File: config.mk
export PLATFORM = sky130hd
export DESIGN_NAME = uart_rx_oversampler
export DESIGN_NICKNAME = d
export VERILOG_FILES = /design/src/rtl/uart_pkg.sv /design/src/rtl/uart_rx_sync.sv /design/src/rtl/uart_rx_oversampler.sv
export SDC_FILE = /design/constraint.sdc
export NUM_CORES = 1
export LEC_CHECK = 0
export CORE_MARGIN = 5
export CORE_UTILIZATION = 45
export DETAILED_ROUTE_END_ITERATION = 7
export PLACE_DENSITY_LB_ADDON = 0.05
export SKIP_LAST_GASP = 1
export SYNTH_ARGS = -nofsm -noshare
export SYNTH_HDL_FRONTEND = slang
export SYNTH_SLANG_ARGS = --single-unit
File: constraint.sdc
create_clock -name clock -period 1.89 [get_ports clock]
set_input_delay 0.4725 -clock clock [delete_from_list [all_inputs] [get_ports clock]]
set_output_delay 0.4725 -clock clock [all_outputs]
set_load 0.02 [all_outputs]
File: src/rtl/uart_pkg.sv
// ---------------------------------------------------------------------------
// uart_pkg
// Shared definitions for the oversampling UART receiver.
//   UART_OVERSAMPLE : default oversample ticks per bit period
//   UART_DATA_BITS  : default data bits per frame
//   rxState_t       : receiver FSM state encoding
// Optional feature macro: UART_RX_PARITY_EN adds the ST_PARITY state.
// ---------------------------------------------------------------------------
package uart_pkg;

   localparam int UART_OVERSAMPLE = 16;
   localparam int UART_DATA_BITS  = 8;

   // ST_PARITY only exists when the parity bit is part of the frame.
   typedef enum logic [2:0] {
      ST_IDLE      = 3'd0,
      ST_START     = 3'd1,
      ST_DATA      = 3'd2,
      ST_STOP      = 3'd3,
`ifdef UART_RX_PARITY_EN
      ST_WAIT_HIGH = 3'd4,
      ST_PARITY    = 3'd5
`else
      ST_WAIT_HIGH = 3'd4
`endif
   } rxState_t;

endpackage

File: src/rtl/uart_rx_sync.sv
// ---------------------------------------------------------------------------
// uart_rx_sync
// Two-flop synchroniser for a single asynchronous level.
//   clock   : system clock
//   reset   : synchronous, active-high; both flops load RESET_VALUE
//   i_async : asynchronous input
//   o_sync  : synchronised output, two cycles behind i_async
// ---------------------------------------------------------------------------
module uart_rx_sync #(
   parameter logic RESET_VALUE = 1'b1
) (
   input  logic clock,
   input  logic reset,
   input  logic i_async,
   output logic o_sync
);

   logic r_meta;
   logic r_sync;

   // The first flop may go metastable; the second gives it a full cycle
   // to settle before anything downstream looks at the value.
   always_ff @(posedge clock) begin
      if (reset) begin
         r_meta <= RESET_VALUE;
         r_sync <= RESET_VALUE;
      end else begin
         r_meta <= i_async;
         r_sync <= r_meta;
      end
   end

   assign o_sync = r_sync;

endmodule

File: src/rtl/uart_rx_oversampler.sv
// ---------------------------------------------------------------------------
// uart_rx_oversampler
// Oversampling UART receiver driven by the divided baud clock.
//   clock        : system clock, rising edge
//   reset        : synchronous, active-high
//   tick_clock   : divided clock; each rising edge is one oversample tick
//   rx           : asynchronous serial line, idle high
//   data_out     : received byte, stable while valid
//   valid        : holding register full
//   ready        : consumer takes the byte when valid && ready
//   frame_error  : one-cycle pulse, stop bit sampled low
//   overrun      : one-cycle pulse, finished byte dropped (holding full)
//   parity_error : one-cycle pulse, only with UART_RX_PARITY_EN
// Optional feature macro: UART_RX_PARITY_EN turns 8N1 framing into 8E1.
// ---------------------------------------------------------------------------
module uart_rx_oversampler
   import uart_pkg::*;
#(
   parameter int OVERSAMPLE = UART_OVERSAMPLE,
   parameter int DATA_BITS  = UART_DATA_BITS
) (
   input  logic                 clock,
   input  logic                 reset,
   input  logic                 tick_clock,
   input  logic                 rx,
   output logic [DATA_BITS-1:0] data_out,
   output logic                 valid,
   input  logic                 ready,
`ifdef UART_RX_PARITY_EN
   output logic                 parity_error,
`endif
   output logic                 frame_error,
   output logic                 overrun
);

   localparam int CW = $clog2(OVERSAMPLE);
   localparam int IW = $clog2(DATA_BITS + 1);

   localparam logic [CW-1:0] CNT_HALF = CW'(OVERSAMPLE / 2 - 1);
   localparam logic [CW-1:0] CNT_LAST = CW'(OVERSAMPLE - 1);
   localparam logic [IW-1:0] IDX_LAST = IW'(DATA_BITS - 1);

   logic                 r_tickQ;
   logic                 w_tick;
   logic                 w_rxS;
   rxState_t             r_state;
   logic [CW-1:0]        r_cnt;
   logic [IW-1:0]        r_bitIdx;
   logic [DATA_BITS-1:0] r_shift;
`ifdef UART_RX_PARITY_EN
   logic                 r_parErr;
`endif

   // The divided clock is only a level here; remembering last cycle's value
   // turns its rising edge into a single-cycle tick in our own domain.
   always_ff @(posedge clock) begin
      if (reset) begin
         r_tickQ <= 1'b0;
      end else begin
         r_tickQ <= tick_clock;
      end
   end

   assign w_tick = tick_clock & ~r_tickQ;

   uart_rx_sync #(
      .RESET_VALUE (1'b1)
   ) uRxSync (
      .clock   (clock),
      .reset   (reset),
      .i_async (rx),
      .o_sync  (w_rxS)
   );

   // Receiver FSM plus the holding register and the status pulses.
   // Pulses default low every cycle so they last exactly one cycle. The
   // consumer-side clear of valid is written first so a same-cycle load
   // further down overrides it and the register stays full.
   always_ff @(posedge clock) begin
      if (reset) begin
         r_state     <= ST_IDLE;
         r_cnt       <= '0;
         r_bitIdx    <= '0;
         r_shift     <= '0;
         data_out    <= '0;
         valid       <= 1'b0;
         frame_error <= 1'b0;
         overrun     <= 1'b0;
`ifdef UART_RX_PARITY_EN
         r_parErr     <= 1'b0;
         parity_error <= 1'b0;
`endif
      end else begin
         frame_error <= 1'b0;
         overrun     <= 1'b0;
`ifdef UART_RX_PARITY_EN
         parity_error <= 1'b0;
`endif
         if (valid && ready) begin
            valid <= 1'b0;
         end

         if (w_tick) begin
            case (r_state)
               ST_IDLE: begin
                  if (!w_rxS) begin
                     r_state <= ST_START;
                     r_cnt   <= '0;
                  end
               end

               // Re-check the line half a bit in; a short low is a glitch.
               ST_START: begin
                  if (r_cnt == CNT_HALF) begin
                     if (w_rxS) begin
                        r_state <= ST_IDLE;
                     end else begin
                        r_state  <= ST_DATA;
                        r_cnt    <= '0;
                        r_bitIdx <= '0;
`ifdef UART_RX_PARITY_EN
                        r_parErr <= 1'b0;
`endif
                     end
                  end else begin
                     r_cnt <= r_cnt + 1'b1;
                  end
               end

               // Bits arrive LSB first, so shifting right from the MSB
               // leaves the byte LSB-aligned after the last bit.
               ST_DATA: begin
                  if (r_cnt == CNT_LAST) begin
                     r_shift  <= {w_rxS, r_shift[DATA_BITS-1:1]};
                     r_cnt    <= '0;
                     r_bitIdx <= r_bitIdx + 1'b1;
                     if (r_bitIdx == IDX_LAST) begin
`ifdef UART_RX_PARITY_EN
                        r_state <= ST_PARITY;
`else
                        r_state <= ST_STOP;
`endif
                     end
                  end else begin
                     r_cnt <= r_cnt + 1'b1;
                  end
               end

`ifdef UART_RX_PARITY_EN
               // Even parity: the parity bit equals the XOR of the data.
               ST_PARITY: begin
                  if (r_cnt == CNT_LAST) begin
                     r_parErr <= w_rxS ^ (^r_shift);
                     r_cnt    <= '0;
                     r_state  <= ST_STOP;
                  end else begin
                     r_cnt <= r_cnt + 1'b1;
                  end
               end
`endif

               // A low stop bit discards the byte; otherwise it is offered
               // to the holding register, which only accepts it if it is
               // empty or being emptied in this same cycle.
               ST_STOP: begin
                  if (r_cnt == CNT_LAST) begin
                     r_cnt <= '0;
                     if (!w_rxS) begin
                        frame_error <= 1'b1;
                        r_state     <= ST_WAIT_HIGH;
                     end else begin
                        r_state <= ST_IDLE;
                        if (!valid || ready) begin
                           data_out <= r_shift;
                           valid    <= 1'b1;
                        end else begin
                           overrun <= 1'b1;
                        end
`ifdef UART_RX_PARITY_EN
                        parity_error <= r_parErr;
`endif
                     end
                  end else begin
                     r_cnt <= r_cnt + 1'b1;
                  end
               end

               // A held-low line (break) must go high before the next start.
               ST_WAIT_HIGH: begin
                  if (w_rxS) begin
                     r_state <= ST_IDLE;
                  end
               end

               default: begin
                  r_state <= ST_IDLE;
               end
            endcase
         end
      end
   end

endmodule

---- Yosys cells after proc, flatten, opt, wreduce, memory -nomap -nowiden ----
Index checks and enable logic that the tools add are counted.
word-level totals
  logic and storage cells ................. 72
  output and inout bits ................... 11
  bits in registers ....................... 33
  input bits .............................. 5
cells by class
  $add $sub $neg .......................... 2
  reduce and logical (&&, ||, !) cells .... 14
  eq/ne operators ......................... 14
  muxes and demuxes ....................... 25
  bitwise logic cells ..................... 6
operators by type and width
  operator                                             count
  2-to-1 mux 4 bit                                     6
  2-to-1 mux 3 bit                                     7
  one-hot mux 3 bit (5 select lines)                   1
  != test 2 bit, second input constant                 6
  one-hot mux 4 bit (3 select lines)                   1
  AND reduction 5 bit                                  2
  adder 4 x 1 -> 4 bit, second input constant          2
  equality test 4 x 3 -> 1 bit, second input constant  2
  2-to-1 mux 1 bit                                     8
  one-hot mux 4 bit (2 select lines)                   1
  AND reduction 7 bit                                  1
  equality test 3 x 2 -> 1 bit, second input constant  2
  NOT 1 bit                                            5
  OR reduction 5 bit                                   1
  equality test 4 bit, second input constant           1
  OR reduction 4 bit                                   1
  equality test 3 x 1 -> 1 bit, second input constant  1
  equality test 3 bit, second input constant           1
  zero test 3 bit                                      1
  AND reduction 3 bit                                  1
  nonzero test 3 bit                                   1
  2-to-1 mux 2 bit                                     1
  != test 2 x 1 -> 1 bit, second input constant        1
  AND reduction 2 bit                                  1
  other kinds (6)                                      6

---- Logic depth before layout (Yosys ltp) ----
  word-level depth ........................ 7
  mapped depth ............................ 6
  gate-level depth less buffers ........... 5

---- Hierarchy ----
From an unflattened synthesis, not the netlist that was laid out.
unflattened totals
  cell total of the unflattened synthesis .. 165
  area total of the unflattened synthesis .. 1537.7 sq um
by module, submodules not included
  module               instances  cells an instance  seq. area each (sq um)  area each (sq um)
  uart_rx_oversampler  1          161                620.6                   1485.2
  uart_rx_sync         1          4                  40.0                    52.6

---- Worst setup path before layout ----
No wires, ideal clock.
  path kind ............................... input to register
  start point ............................. input port tick_clock
  end point ............................... register r_cnt[3]
  data arrival time ....................... 1.511 ns
  path slack .............................. 0.321 ns
  stages on the path ...................... 5
  data required time ...................... 1.832 ns
  library setup time ...................... 0.058 ns
  buffers on the path ..................... 1
  path through ............................ or3b_1 buf_2 or3_1 a21oi_1 o21a_1
on the way
  longest elaborated chain between the ends .. 2
ends and longest elaborated chain
  what                           RTL line                    RTL
  start: declaration             uart_rx_oversampler.sv:24   input logic tick_clock,
  bitwise AND 1 bit              uart_rx_oversampler.sv:64   assign w_tick = tick_clock & ~r_tickQ;
  AND reduction 2 bit (no line)  n/a
  end signal: assignment         uart_rx_oversampler.sv:126  r_cnt <= r_cnt + 1'b1;
  end signal: assignment         uart_rx_oversampler.sv:145  r_cnt <= r_cnt + 1'b1;
  end signal: assignment         uart_rx_oversampler.sv:184  r_cnt <= r_cnt + 1'b1;
  end: declaration               uart_rx_oversampler.sv:47   logic [CW-1:0] r_cnt;
Every way passes these cells.
A chain may end at the register's enable or synchronous reset.

---- Final worst setup path ----
  start point ............................. input port tick_clock
  end point ............................... register r_shift[0]
on the way
  longest elaborated chain between the ends .. 2
ends and longest elaborated chain
  what                           RTL line                    RTL
  bitwise AND 1 bit              uart_rx_oversampler.sv:64
  AND reduction 3 bit (no line)  n/a
  end signal: assignment         uart_rx_oversampler.sv:134  r_shift <= {w_rxS, r_shift[DATA_BITS-1:1]};
  end: declaration               uart_rx_oversampler.sv:49   logic [DATA_BITS-1:0] r_shift;
Every way passes these cells.

==> results.md <==
- Post-Syn Nets: 173
- Post-layout power: 1.15 mW
- Post-DP HPWL: 2.26 mm
- Core Box Area: 3280 um2
- Final hold violations: 0
- Layout fillers: 314
- WP data required: 2.12 ns
- I/O pin cnt: 16
- RD Place Congestion: 0.862
- Maxcap violations: 0
- Setup Fix Bufs, Post-CTS: 0
- Hold Crit Class: flop to flop
- Initial Util: 0.460
- Power per standard cell area: 628 nW/um2
- Longest Clk Path Bufs: 2
- Total gr overflow: 0
- Pre-CTS setup slack: -0.252 ns
- Status: complete, no violations
- DIE WIDTH: 68.0 um
- DRC: 0
- Root Buffer: clkbuf_4
- GRT Util Overall: 0.164
- Die area: 4620 um2
- Vias after detailed routing: 1269
- Worst-Skew Late Latency: 0.33 ns
- P&R area growth vs syn: 21.4%
- Critical Path Start: tick_clock
- VDD IR max: 0.000277 V
- Leak Pwr: 0.701 nW
- Layout cell share with drive strength beyond 1: 0.158
- CP arrival: 2.01 ns
- Setup WS post-layout: 0.111 ns
- I/O Buffers: 15
- Post-DP Area: 1780 um2
- CTS sink cnt: 33
- CP max FO: 8
- Yosys warns: 0
- Resized cells post-CTS: 0
- # diodes: 0
- Post-route cell area: 1830 um2
- Clock Skews: 0.00752 ns
- DRT Wirelength: 3.15 mm
- Most frequent cells in the layout: 33 x dfxtp_1, 16 x nand2_1, 15 x clkdlybuf4s50_1
- Vert. Die Dim: 68.0 um
- Netlist Area Pre-Place: 1510 um2
- Fin. max-slew vios: 0
- Nature of the critical path endpoint: flop
- H-tree levels: 2
- DR iter-0 viols: 107
- Startpoint types: input pin
- Final setup vio count: 0
- First-pass iteration count of the detailed router: 6
- Routed Antenna Nets: 0
- Fin nets: 196
- TritonCTS clock tree: yes
- Setup TNS: 0 ns
- Max-Slew Margin vs Limit: 0.771
- Clock-pin slew on the worst setup and hold paths: 0.10 ns
- Vias in the first global route: 1279
- Period minus WS final: 1.78 ns
- Worst hold slack: 0.417 ns
- Hold_buf cts: 0
- Unrepaired setup endpoints after global routing: no
- First-pass GRT wire length: 5.59 mm
- Hold wc startpoint: uRxSync.r_meta
- Syn avg cell area: 9.11 um2
- Slew @ Worst Pin: 0.343 ns
- WS Path Type: input pin to flop
- Yosys reg bits: 33
- Register area share after synthesis: 0.437
- Final period util: 0.941
- Initial antenna violation count: 0
- FP Rows: 21
- Wire length per cell: 13.3 um
- Commonest non-fill, non-tap cell in the layout: dfxtp_1
- Vias per inst: 5.38
- Worst R2R Start: r_cnt[0]
- Syn Inst Count: 166
- Max Freq: 562 MHz
- Largest net degree at the start of global routing: 21
- CTS Buf Count: 5
- Yosys cell types: 42
-- logic make-up after synthesis --
family,count (synthesis),synth area share
buf+inv,16,0.0488
flops,33,0.437
xor+xnor,2,0.0116
simple gates,67,0.269
mux,11,0.0729
compound gates,35,0.144
fa+ha+maj,2,0.0166
-- critical path: stages --
cell             delay [ns]
clkdlybuf4s50_1        0.53
or4b_4                 0.55
buf_4                  0.19
o21ai_0                0.18
a21oi_1                0.09
-- Yosys cell counts --
cell / count / share of area
dfxtp_1: 33 / 0.44
nand2_1: 16 / 0.040
a21oi_1: 12 / 0.040
nor2_1: 12 / 0.030
mux2i_1: 11 / 0.073
o21ai_0: 9 / 0.030
buf_2: 5 / 0.017
clkbuf_1: 5 / 0.012
nand3_1: 5 / 0.017
nor3_1: 5 / 0.017
inv_1: 4 / 0.0099
nor2b_1: 4 / 0.017
nand2b_1: 3 / 0.012
nand3b_1: 3 / 0.015
nand4_1: 3 / 0.012
o211ai_1: 3 / 0.015
o21a_1: 3 / 0.015
ha_1: 2 / 0.017
nor3_2: 2 / 0.013
o41ai_1: 2 / 0.012
or2_2: 2 / 0.0083
xnor2_1: 2 / 0.012
a21boi_0: 1 / 0.0050
a22oi_1: 1 / 0.0050
a311oi_1: 1 / 0.0058
a32o_1: 1 / 0.0066
and4_1: 1 / 0.0058
and4bb_2: 1 / 0.0083
buf_1: 1 / 0.0025
buf_6: 1 / 0.0074
nand4_2: 1 / 0.0083
nand4b_1: 1 / 0.0058
nand4bb_1: 1 / 0.0074
nor2_4: 1 / 0.0074
nor3_4: 1 / 0.011
nor4b_1: 1 / 0.0058
nor4b_2: 1 / 0.0099
o21bai_1: 1 / 0.0050
o32ai_1: 1 / 0.0058
or3_1: 1 / 0.0041
or3b_1: 1 / 0.0058
or4b_4: 1 / 0.0091
-- per-layer routing --
| metal | vias to the layer above | GRT usage | share of wire |
|---|---|---|---|
| met5 | - | 0 | 0 |
| met1 | 609 | 0.184 | 0.45 |
| met3 | 4 | 0.0542 | 0.035 |
| met2 | 20 | 0.282 | 0.51 |
| li1 | 636 | - | - |
| met4 | 0 | 0.0720 | 0.014 |
-- state kept, by name, indices dropped and copies added, names as in the netlist, 3 cells and up --
name,cells
r_shift,8
r_state,3
r_bitIdx,4
r_cnt,4
data_out,8
-- metrics by stage --
step / utilization / instances
2_1_floorplan: - / 166
3_3_place_gp: 0.543 / 228
3_5_place_dp: 0.543 / 228
4_1_cts: 0.558 / 236
5_1_grt: 0.558 / 236
6_report: 0.558 / 236
-- power breakdown --
group	total [mW]	internal [mW]	leakage, nW	switching (mW)
Combinational	0.0679	0.0308	0.403	0.0371
Sequential	0.704	0.699	0.267	0.00475
Clock	0.380	0.142	0.0320	0.239
-- final cells by class --
cell class                      instances  area, um2  share of cell area
Multi-Input combinational cell        117        777               0.424
Sequential cell                        33        661               0.360
Timing Repair Buffer                   28        273               0.149
Tap cell                               46       57.6              0.0314
Clock buffer                            6       41.3              0.0225
Inverter                                4       15.0             0.00819
Clock inverter                          2       10.0             0.00546
-- path summary, 6_finish.rpt --
path | to | slack (ns) | cells after the start
max reg2reg | r_state[0] | 0.22 | 5
min reg2reg | uRxSync.o_sync | 0.42 | 1
max | r_shift[0] | 0.11 | 5
min | uRxSync.o_sync | 0.42 | 1
Note: power is estimated with default switching activity, not from simulation.
